<file path="config.mk">
export PLATFORM = sky130hd
export DESIGN_NAME = dm_wait_state_responder
export DESIGN_NICKNAME = d
export VERILOG_FILES = /design/src/rtl/dm_wait_state_responder.sv
export SDC_FILE = /design/constraint.sdc
export NUM_CORES = 1
export LEC_CHECK = 0
export BUFFER_PORTS_ARGS = -buffer_cell sky130_fd_sc_hd__buf_2
export CAP_MARGIN = 5
export CORE_MARGIN = 5
export CORE_UTILIZATION = 25
export DETAILED_ROUTE_END_ITERATION = 16
export HOLD_SLACK_MARGIN = 0.15
export PLACE_DENSITY = 0.42
export SLEW_MARGIN = 40
export SYNTH_ARGS = -nofsm -noshare
export SYNTH_HDL_FRONTEND = slang
export SYNTH_SLANG_ARGS = --single-unit
</file>
<file path="constraint.sdc">
create_clock -name clk -period 11.1 [get_ports clk]
set_input_delay 1.665 -clock clk [delete_from_list [all_inputs] [get_ports clk]]
set_output_delay 1.665 -clock clk [all_outputs]
set_load 0.02 [all_outputs]
</file>
<file path="src/rtl/dm_wait_state_responder.sv">
// Data-memory responder for a multi-cycle CPU load/store port: one word access at a
// time, completed after a fixed number of wait states, with error reporting.
module dm_wait_state_responder #(
  parameter int MEM_BYTES = 128,
  parameter int RD_LAT    = 2,
  parameter int WR_LAT    = 1
) (
  input  logic        clk,
  input  logic        rst_n,
  input  logic [31:0] MemAddr,
  input  logic [31:0] MemWriteData,
  input  logic        MemRead,
  input  logic        MemWrite,
  output logic [31:0] MemReadData,
  output logic        MemReady,
  output logic        MemErr,
  output logic        MemBusy
);

  localparam int          AW        = $clog2(MEM_BYTES);
  localparam int          WORDS     = MEM_BYTES / 4;
  localparam logic [31:0] LAST_ADDR = 32'(MEM_BYTES - 4);
  localparam logic [3:0]  RD_LAT_C  = 4'(RD_LAT);
  localparam logic [3:0]  WR_LAT_C  = 4'(WR_LAT);

  typedef enum logic [1:0] {
    S_IDLE = 2'd0,
    S_WAIT = 2'd1,
    S_DONE = 2'd2
  } state_t;

  state_t        r_state;
  state_t        w_state_next;
  logic [3:0]    r_cnt;
  logic [3:0]    w_cnt_next;

  logic [AW-3:0] r_idx;
  logic [31:0]   r_wdata;
  logic          r_rd;
  logic          r_wr;
  logic          r_err;

  logic [31:0]   r_mem [WORDS];

  logic          r_ready;
  logic          r_err_out;
  logic          r_busy;
  logic [31:0]   r_rdata;

  logic          w_req;
  logic          w_accept;
  logic          w_req_err;
  logic [3:0]    w_lat;
  logic [AW-3:0] w_idx;
  logic [31:0]   w_wdata;
  logic          w_rd;
  logic          w_wr;
  logic          w_err;
  logic          w_enter_done;
  logic          w_do_write;
  logic          w_do_read;
  logic          w_err_read;
  logic [31:0]   w_rd_word;

  assign w_req     = MemRead | MemWrite;
  assign w_req_err = (MemAddr[1:0] != 2'b00) || (MemAddr > LAST_ADDR) || (MemRead && MemWrite);
  assign w_lat     = MemRead ? RD_LAT_C : WR_LAT_C;

  always_comb begin
    w_state_next = r_state;
    w_cnt_next   = r_cnt;
    w_accept     = 1'b0;
    case (r_state)
      S_IDLE: begin
        if (w_req) begin
          w_accept = 1'b1;
          if (w_lat == 4'd1) begin
            w_state_next = S_DONE;
          end else begin
            w_state_next = S_WAIT;
            w_cnt_next   = w_lat - 4'd2;
          end
        end
      end
      S_WAIT: begin
        if (r_cnt == 4'd0) begin
          w_state_next = S_DONE;
        end else begin
          w_cnt_next = r_cnt - 4'd1;
        end
      end
      S_DONE:  w_state_next = S_IDLE;
      default: w_state_next = S_IDLE;
    endcase
  end

  // A single-cycle access enters DONE on its accept edge, so the live request
  // must be used there instead of the not-yet-loaded latches.
  assign w_idx   = w_accept ? MemAddr[AW-1:2] : r_idx;
  assign w_wdata = w_accept ? MemWriteData    : r_wdata;
  assign w_rd    = w_accept ? MemRead         : r_rd;
  assign w_wr    = w_accept ? MemWrite        : r_wr;
  assign w_err   = w_accept ? w_req_err       : r_err;

  assign w_enter_done = (w_state_next == S_DONE) && (r_state != S_DONE);
  assign w_do_write   = w_enter_done && w_wr && !w_err;
  assign w_do_read    = w_enter_done && w_rd && !w_err;
  assign w_err_read   = w_enter_done && w_rd && w_err;
  assign w_rd_word    = r_mem[w_idx];

  // Storage keeps its contents across reset; rst_n gating prevents a write
  // from landing on an edge that happens while reset is held.
  always_ff @(posedge clk) begin
    if (rst_n && w_do_write) begin
      r_mem[w_idx] <= w_wdata;
    end
  end

  always_ff @(posedge clk or negedge rst_n) begin
    if (!rst_n) begin
      r_state   <= S_IDLE;
      r_cnt     <= 4'd0;
      r_idx     <= '0;
      r_wdata   <= 32'd0;
      r_rd      <= 1'b0;
      r_wr      <= 1'b0;
      r_err     <= 1'b0;
      r_ready   <= 1'b0;
      r_err_out <= 1'b0;
      r_busy    <= 1'b0;
      r_rdata   <= 32'd0;
    end else begin
      r_state   <= w_state_next;
      r_cnt     <= w_cnt_next;
      if (w_accept) begin
        r_idx   <= MemAddr[AW-1:2];
        r_wdata <= MemWriteData;
        r_rd    <= MemRead;
        r_wr    <= MemWrite;
        r_err   <= w_req_err;
      end
      r_ready   <= (w_state_next == S_DONE);
      r_err_out <= (w_state_next == S_DONE) && w_err;
      r_busy    <= (w_state_next != S_IDLE);
      if (w_do_read) begin
        r_rdata <= w_rd_word;
      end else if (w_err_read) begin
        r_rdata <= 32'd0;
      end
    end
  end

  assign MemReadData = r_rdata;
  assign MemReady    = r_ready;
  assign MemErr      = r_err_out;
  assign MemBusy     = r_busy;

endmodule
</file>
==> flow_summary_export.csv, run 1 <==
group,metric,value,unit
status,status,"complete, no violations",
timing,drv_slew,0,
clock_tree,ctsResizeCount,0,
pwr,power_frac_seq,38.0,%
yosys,synth_nets,3136,
grt,grtUsageMet3,2.86,%
placed_design,place.gp.congestion,0.730,
grt,antenna_found_initial,5,
floorplanning,start_util,25.1,%
grt,grt_use_total,16.3,%
worst_setup_path,cp_slowest_stage_delay,0.67,ns
finish,multiInputGateArea,10600,um^2
timing,setup_viol,0,
floorplanning,die_y,430,um
finish,nets,3210,
floorplanning,fp-row-count,154,
yosys,synth_area_per_cell,14.4,um^2
placed_design,pre_cts_slack,4.47,ns
pwr,finalPower,14400,uW
yosys,ys_types,54,
worst_hold_path,hold_depth,2,
yosys,yosysMostFrequentCell,"edfxtp_1",
yosys,syn-instance-count,3067,
clock_tree,numCtsBuffers,116,
yosys,synthTopCellsByCount,"1024 x edfxtp_1, 457 x nand2_1, 357 x a211oi_1",
yosys,async_flop_share,7.33,%
timing,worst_slack,5.49,ns
grt,top_usage_layer,"met2",
yosys,synth_top_area_cell,"edfxtp_1",
timing,grt_setup_unrepaired,"no",
worst_hold_path,holdCritPathClass,"reg2reg",
route,dr_total_vias,27571,
finish,ff_latch_area,32800,um^2
yosys,yosysSeqAreaShare,74.3,%
worst_setup_path,r2r_cells,11,
worst_setup_path,path_delay_family,"buffers and inverters",
timing,finalSetupTns,0,ns
route,routed_via_density,4.94,
worst_setup_path,arrival,6.24,ns
route,drc,0,
timing,hold_viol,0,
pwr,p_sw,5600,uW
floorplanning,die_area,185000,um^2
worst_setup_path,crit_cells,12,
floorplanning,fp.dieW,430,um
worst_setup_path,cp-start-kind,"input port",
clock_tree,clk_pin_slew,0.06,ns
route,drtAntennaViolNets,0,
grt,grt_first_pass_wirelength,219000,um
timing,clock.fmax,0.178,GHz
clock_tree,hold_buffers,0,
timing,skew,0.0341,ns
timing,min_period,5.61,ns
yosys,synth_ff_type,"edfxtp_1",
pwr,ir_drop,0.218,mV
yosys,synth_area_leaders,"edfxtp_1 70%, a211oi_1 6.1%, and3_1 4.9%",
clock_tree,cts_root_buffer,"clkbuf_16",
route,dr.pass1.iters,5,
pwr,p_sw_share,39.0,%
grt,grt_pass1_vias,26836,
placed_design,port_buffers,102,
clock_tree,h-tree-depth,3,
job,max_cap_viol_count,0,
worst_setup_path,r2r_slack,5.63,ns
timing,max_slew_margin,39.0,%
grt,grt_util_met1,23.0,%
worst_setup_path,cp_max_fo,169,
worst_setup_path,path_class,"in2reg",
yosys,ys_ff_latch,1105,
yosys,synth_top_area_share,69.7,%
timing,worst_slew_pin_slew,0.908,ns
clock_tree,tritoncts,"yes",
placed_design,dp_hpwl,84800,um
finish,drive_gt1_share,14.9,%
clock_tree,clock_latency,0.76,ns
yosys,yosys_warnings,0,
pwr,clockPowerShare,27.1,%
pwr,leakage,0.0174,uW
yosys,syn_area,44100,um^2
pwr,pwr-share-comb,34.9,%
finish,area_growth,16.8,%
grt,grt_remaining_overflow,0,
clock_tree,clockBufferDepth,3,
finish,fillCellCount,17576,
grt,met2_usage,26.3,%
route,wl_per_cell,28.0,um
floorplanning,io_pins,103,
yosys,synth_edf_count,1024,
pwr,power_density,278,nW/um^2
worst_setup_path,path_buf_inv,5,
route,first_iter_violations,2502,
clock_tree,clock_sinks,1105,
worst_setup_path,cp.required,11.73,ns
clock_tree,cts_setup_buffers,0,
worst_setup_path,crit_path_end_kind,"flip-flop",
route,drt-total-wl,156000,um
grt,grt_start_max_net_pins,170,
floorplanning,design.core.area,176000,um^2
worst_setup_path,slowest_stage,"buf_4",
timing,finalCritPeriodShare,50.6,%
worst_setup_path,crit_chain,"buf_2 > or2_2 > nand3_4 > and2_4 > inv_16 > buf_12 > buf_16 > buf_4 > a211oi_1 > o21ai_0 > o221ai_1 > o41ai_2",
pwr,p_int,8750,uW
-- power groups by stage --
| stage | clock network (uW) | logic [uW] | registers [uW] |
|---|---|---|---|
| after global placement | 0 | 5050 | 5550 |
| after global routing | 4150 | 5400 | 5460 |
| after floorplan | 0 | 2850 | 5550 |
| final | 3900 | 5010 | 5450 |
| after CTS | 3990 | 5070 | 5460 |
| after detailed placement | 0 | 5060 | 5550 |
-- registers in the layout (all words and copies together) (netlist names) --
signal / count
r_wdata: 32
MemErr: 1
r_err: 1
r_rd: 1
r_mem: 1024
r_state: 2
MemBusy: 1
r_cnt: 4
r_wr: 1
MemReady: 1
MemReadData: 32
r_idx: 5
-- final timing paths --
| path | end | from |
|---|---|---|
| setup / recovery | MemReadData[6] | MemRead |
| hold / removal | r_rd | r_rd |
| setup reg to reg | MemReadData[6] | r_state[1] |
| hold reg to reg | r_rd | r_rd |
| max in group asynchronous | r_wdata[5] | rst_n |
| min in group asynchronous | r_rd | rst_n |
-- routing by layer --
layer | routed length, um | share of wire, %
met5 | 0 | 0
met4 | 2830 | 1.8
met3 | 9620 | 6.2
met2 | 73000 | 47
met1 | 70600 | 45
-- worst register-to-register path: cells and delay by family (launching register included) --
kind	cells	cell delay, ns
simple gates	3	1.66
flops	1	0.48
buf+inv	4	2.13
compound gates	4	1.09
-- cell families (layout without fill, tap and decap cells) --
group	Yosys count	in the layout	share of synthesized area [%]
flip-flops	1105	1105	74.3
AND/OR/NAND/NOR	966	966	10.8
AO/OA/AOI/OAI	729	729	12.0
buffers and inverters	257	435	2.55
multiplexers	8	8	0.306
adder cells (fa/ha/maj)	1	1	0.0283
XOR/XNOR	1	1	0.0198
other	0	1	0
-- placed cells by master (no fill, tap or decap), types with 26 or more instances in the layout --
cell       Yosys  final
nor2_4         1     33
buf_2         60    101
clkinv_2       0     26
and3_1       349    349
dfrtp_1       81     81
a31oi_1       93     93
o221ai_1      31     31
a21oi_1       40     40
o21ai_0       85     84
a211oi_1     357    357
nand3_1       70     66
nand2_1      457    449
edfxtp_1    1024   1024
o41ai_2       31     31
o2111ai_1     31     31
clkbuf_1     167     37
o21ai_1       43     44
clkbuf_16      0    117
buf_4          7     91
-- layout make-up --
| class | count | area share [%] |
|---|---|---|
| diodes | 1 | 0.00485 |
| clock buffers | 165 | 6.24 |
| clock inverters | 57 | 1.08 |
| inverters | 8 | 0.104 |
| multi-input cells | 1705 | 20.6 |
| flip-flops and latches | 1105 | 63.6 |
| well taps | 2340 | 5.68 |
| repair buffers | 205 | 2.78 |
-- stage by stage --
stage / std cells / cell area [um^2] / hold WS (ns) / util (%)
2_1_floorplan: 3067 / 44100 / 0.445 / -
3_3_place_gp: 5359 / 47600 / 0.462 / 27.1
3_5_place_dp: 5361 / 47700 / 0.470 / 27.1
4_1_cts: 5583 / 51500 / 0.484 / 29.3
5_1_grt: 5586 / 51600 / 0.546 / 29.3
6_report: 5586 / 51600 / 0.490 / 29.3
No activity file was read; power rests on OpenSTA's default activity.
==> run 2: changes to the inputs <==
==> constraint.sdc (replaced) <==
create_clock -name clk -period 5.9 [get_ports clk]
set_input_delay 0.885 -clock clk [delete_from_list [all_inputs] [get_ports clk]]
set_output_delay 0.885 -clock clk [all_outputs]
set_load 0.02 [all_outputs]
==> flow_summary_export.csv, run 2 (synthesized netlist as in run 1, its figures left out) <==
group,metric,value,unit
status,status,"complete, no violations",
timing,hold_viol,0,
timing,max_slew_margin,42.7,%
grt,grt_first_pass_wirelength,218000,um
worst_setup_path,crit_chain,"nor2_2 > nand2_4 > o31ai_1 > nand4_1 > nor2_1 > nand2_1 > nor2_4 > buf_12",
worst_setup_path,path_buf_inv,1,
timing,worst_slack,1.14,ns
worst_setup_path,cp_max_fo,22,
finish,largest_reg_flops,1024,
pwr,finalPower,27400,uW
timing,min_period,4.76,ns
grt,antenna_found_initial,4,
worst_setup_path,path_delay_family,"simple AND/OR/NAND/NOR gates",
route,drc,0,
floorplanning,design.core.area,176000,um^2
placed_design,pre_cts_slack,0.844,ns
worst_setup_path,cp.required,6.31,ns
worst_setup_path,arrival,5.17,ns
clock_tree,hold_buffers,1,
clock_tree,clock_sinks,1105,
grt,grt_use_total,16.1,%
worst_setup_path,cp-start-kind,"flip-flop",
pwr,power_density,526,nW/um^2
worst_hold_path,min_from,"MemRead",
worst_hold_path,hold_depth,2,
grt,met2_usage,26.1,%
grt,grt_remaining_overflow,0,
floorplanning,die_area,185000,um^2
clock_tree,numCtsBuffers,118,
job,max_cap_viol_count,0,
worst_setup_path,critPathLaunch,"r_state[1]",
route,dr.pass1.iters,5,
clock_tree,cts_setup_buffers,0,
pwr,ir_drop,0.329,mV
grt,grt_pass1_vias,27114,
finish,final_cell_mix,"1024 x edfxtp_1, 443 x nand2_1, 357 x a211oi_1",
floorplanning,die_y,430,um
worst_setup_path,r2r_slack,1.14,ns
grt,grt_start_max_net_pins,178,
worst_setup_path,r2r_start,"r_state[1]",
floorplanning,io_pins,103,
finish,largest-register,"r_mem",
worst_setup_path,slowest_stage,"nor2_4",
route,drt-total-wl,154000,um
grt,top_usage_layer,"met2",
timing,skew,0.0357,ns
clock_tree,h-tree-depth,3,
route,dr_total_vias,27581,
route,drtAntennaViolNets,0,
floorplanning,fp-row-count,154,
floorplanning,start_util,25.1,%
clock_tree,tritoncts,"yes",
clock_tree,cts_root_buffer,"clkbuf_16",
placed_design,dp.cells,5372,
worst_setup_path,crit_path_end_kind,"flip-flop",
grt,grt_util_met1,23.0,%
finish,final_common_cell,"edfxtp_1",
finish,nets,3223,
timing,finalSetupTns,0,ns
worst_hold_path,holdCritPathClass,"in2reg",
timing,drv_slew,0,
timing,clock.fmax,0.210,GHz
timing,worst_slew_pin_slew,0.857,ns
grt,grtUsageMet3,2.19,%
placed_design,port_buffers,102,
clock_tree,ctsResizeCount,0,
clock_tree,clk_pin_slew,0.06,ns
timing,finalCritPeriodShare,80.6,%
worst_hold_path,min_to,"r_cnt[3]",
placed_design,placed_area,48100,um^2
clock_tree,clockBufferDepth,3,
finish,stdcell_area,52000,um^2
worst_setup_path,timing.rr.end,"r_mem[19][21]",
finish,fillCellCount,17571,
placed_design,place.gp.congestion,0.747,
finish,area_growth,17.9,%
worst_setup_path,cp_slowest_stage_delay,0.81,ns
pwr,leakage,0.0176,uW
floorplanning,fp.dieW,430,um
route,first_iter_violations,2559,
placed_design,dp_hpwl,86700,um
route,wl_per_cell,27.5,um
timing,setup_viol,0,
timing,grt_setup_unrepaired,"no",
worst_setup_path,path_class,"reg2reg",
worst_setup_path,r2r_cells,8,
finish,fin_cells,5599,
finish,drive_gt1_share,15.5,%
clock_tree,clock_latency,0.75,ns
route,routed_via_density,4.93,
==> run 2: cell count changes in the layout (fill, tap and decap cells not counted), sizes merged <==
cell / delta
dlygate4sd3: +1
clkbuf: -3
inv: +1
clkinv: +5
buf: +10
clkinvlp: -1
==> run 2: area by class of cell <==
| class | count | area (um^2) | area share (%) |
|---|---|---|---|
| sequential | 1105 | 32800 | 63.0 |
| multi-input combinational | 1705 | 10600 | 20.4 |
| clock buffer | 162 | 3310 | 6.36 |
| tap | 2340 | 2930 | 5.63 |
| timing repair buffer | 216 | 1770 | 3.41 |
| clock inverter | 62 | 561 | 1.08 |
| inverter | 8 | 53.8 | 0.103 |
| antenna | 1 | 2.50 | 0.00481 |
==> run 2: how the worst max path moves through the flow <==
stage	depth (start not counted)	slack (ns)	endpoint
floorplan	10	1.71	r_mem[14][0]
global placement	10	0.75	MemReadData[10]
detailed placement	9	0.84	r_mem[12][28]
CTS	8	1.0	r_mem[12][4]
global route	8	0.85	r_mem[19][19]
finish	8	1.14	r_mem[19][21]
==> run 2: layer usage <==
| layer | vias up | wire (um) |
|---|---|---|
| li1 | 12193 | - |
| met4 | 0 | 2910 |
| met5 | - | 0 |
| met2 | 710 | 72500 |
| met3 | 155 | 7200 |
| met1 | 14523 | 71400 |
==> run 2: power breakdown <==
group          total (uW)  leakage [uW]  internal, uW  switching [uW]
logic                9690       0.00542          2330            7360
registers           10300        0.0103         10100             178
clock network        7440       0.00191          4270            3170
total               27400        0.0176         16700           10700
==> run 2: metrics by stage <==
step	utilization (%)	hold WS [ns]
floorplan	-	0.445
global placement	27.3	0.470
detailed placement	27.3	0.461
CTS	29.5	0.375
global route	29.6	0.427
finish	29.6	0.438
==> run 3: changes to the inputs <==
--- a/config.mk
+++ b/config.mk
@@ -11,7 +11,7 @@
 export CORE_UTILIZATION = 25
 export DETAILED_ROUTE_END_ITERATION = 16
 export HOLD_SLACK_MARGIN = 0.15
-export PLACE_DENSITY = 0.42
+export PLACE_DENSITY = 0.43
 export SLEW_MARGIN = 40
 export SYNTH_ARGS = -nofsm -noshare
 export SYNTH_HDL_FRONTEND = slang
==> constraint.sdc (replaced) <==
create_clock -name clk -period 4.2 [get_ports clk]
set_input_delay 0.63 -clock clk [delete_from_list [all_inputs] [get_ports clk]]
set_output_delay 0.63 -clock clk [all_outputs]
set_load 0.02 [all_outputs]
==> flow_summary_export.csv, run 3 (synthesized netlist as in run 1, its figures left out) <==
group,metric,value,unit
worst_setup_path,cp.required,4.64,ns
timing,skew,0.0211,ns
grt,grt_pass1_vias,27408,
timing,min_period,3.59,ns
timing,drv_slew,0,
finish,fin_cells,5677,
floorplanning,die_y,430,um
finish,drive_gt1_share,17.0,%
route,drt-total-wl,157000,um
route,first_iter_violations,2934,
grt,grt_start_max_net_pins,132,
timing,finalSetupTns,0,ns
clock_tree,h-tree-depth,3,
worst_setup_path,crit_path_end_kind,"flip-flop",
pwr,power_density,726,nW/um^2
route,drc,0,
clock_tree,clk_pin_slew,0.06,ns
worst_setup_path,path_class,"in2reg",
clock_tree,cts_setup_buffers,0,
placed_design,dp.cells,5443,
pwr,ir_drop,0.535,mV
route,wl_per_cell,27.7,um
floorplanning,fp-row-count,154,
placed_design,dp_hpwl,86300,um
timing,clock.fmax,0.279,GHz
finish,nets,3298,
timing,max_slew_margin,41.1,%
floorplanning,io_pins,103,
timing,hold_slack,0.252,ns
floorplanning,design.core.area,176000,um^2
worst_setup_path,cp-start-kind,"input port",
placed_design,port_buffers,102,
finish,final_cell_mix,"1024 x edfxtp_1, 454 x nand2_1, 357 x a211oi_1",
clock_tree,clock_latency,0.75,ns
clock_tree,ctsResizeCount,0,
worst_hold_path,holdCritPathClass,"in2reg",
route,drtAntennaViolNets,0,
route,dr_total_vias,28125,
grt,antenna_found_initial,8,
route,routed_via_density,4.95,
worst_setup_path,cp_max_fo,11,
clock_tree,clock_sinks,1105,
floorplanning,start_util,25.1,%
timing,hold_viol,0,
route,dr.pass1.iters,7,
placed_design,place.gp.congestion,0.746,
pwr,leakage,0.0180,uW
grt,grt_remaining_overflow,0,
clock_tree,tritoncts,"yes",
finish,fillCellCount,17530,
job,max_cap_viol_count,0,
pwr,finalPower,38300,uW
timing,grt_setup_unrepaired,"no",
worst_setup_path,arrival,4.03,ns
clock_tree,hold_buffers,3,
finish,largest_reg_flops,1024,
clock_tree,numCtsBuffers,121,
grt,grt_first_pass_wirelength,220000,um
finish,final_common_cell,"edfxtp_1",
clock_tree,cts_root_buffer,"clkbuf_16",
finish,area_growth,19.4,%
clock_tree,clockBufferDepth,3,
floorplanning,fp.dieW,430,um
grt,grt_use_total,16.5,%
status,status,"complete, no violations",
timing,worst_slew_pin_slew,0.883,ns
finish,final_util,30.0,%
finish,largest-register,"r_mem",
floorplanning,die_area,185000,um^2
timing,finalCritPeriodShare,85.4,%
timing,setup_viol,0,
[run 3: metrics by stage]
| step | setup WS [ns] | instance area, um^2 |
|---|---|---|
| 6_report | 0.613 | 52700 |
| 5_1_grt | 0.460 | 52700 |
| 4_1_cts | 0.651 | 52700 |
| 3_5_place_dp | 0.406 | 48800 |
| 3_3_place_gp | 0.414 | 48700 |
| 2_1_floorplan | 0.149 | 44100 |
[run 3: worst paths after layout]
kind | startpoint | end | slack, ns | cells after the start
max | MemRead | r_mem[6][3] | 0.61 | 8
min | MemWrite | r_rd | 0.25 | 4
max in group asynchronous | rst_n | r_wdata[9] | 2.57 | 4
max reg2reg | r_cnt[0] | r_mem[31][0] | 0.75 | 11
min reg2reg | r_wdata[8] | r_wdata[8] | 0.48 | 2
min in group asynchronous | rst_n | MemBusy | 0.53 | 3
[run 3: area by class of cell]
cell class | count | area (um^2) | share of cell area, %
clock buffer | 155 | 3230 | 6.12
clock inverter | 75 | 687 | 1.30
antenna | 1 | 2.50 | 0.00475
multi-input combinational | 1705 | 10600 | 20.0
timing repair buffer | 288 | 2470 | 4.68
tap | 2340 | 2930 | 5.56
sequential | 1105 | 32800 | 62.2
inverter | 8 | 53.8 | 0.102
[run 3: critical path: stages]
cell,delay (ns)
dlygate4sd3_1,0.53
buf_2,0.17
or2_2,0.45
nand2_4,0.19
mux2i_4,0.44
nand3_1,0.62
nor2_4,0.74
buf_12,0.23
[run 3: power breakdown]
part / switching, uW / leakage [uW] / internal (uW) / total (uW)
combinational: 9730 / 0.00580 / 3570 / 13300
clock: 4490 / 0.00193 / 6090 / 10600
sequential: 252 / 0.0103 / 14100 / 14400
total: 14500 / 0.0180 / 23800 / 38300
[run 3: per-layer routing]
metal,GRT usage (%),share of wire [%],vias up
li1,-,-,12361
met1,22.9,45,14697
met2,26.4,46,848
met3,2.87,5.6,219
met4,4.74,2.6,0
met5,0,0,-
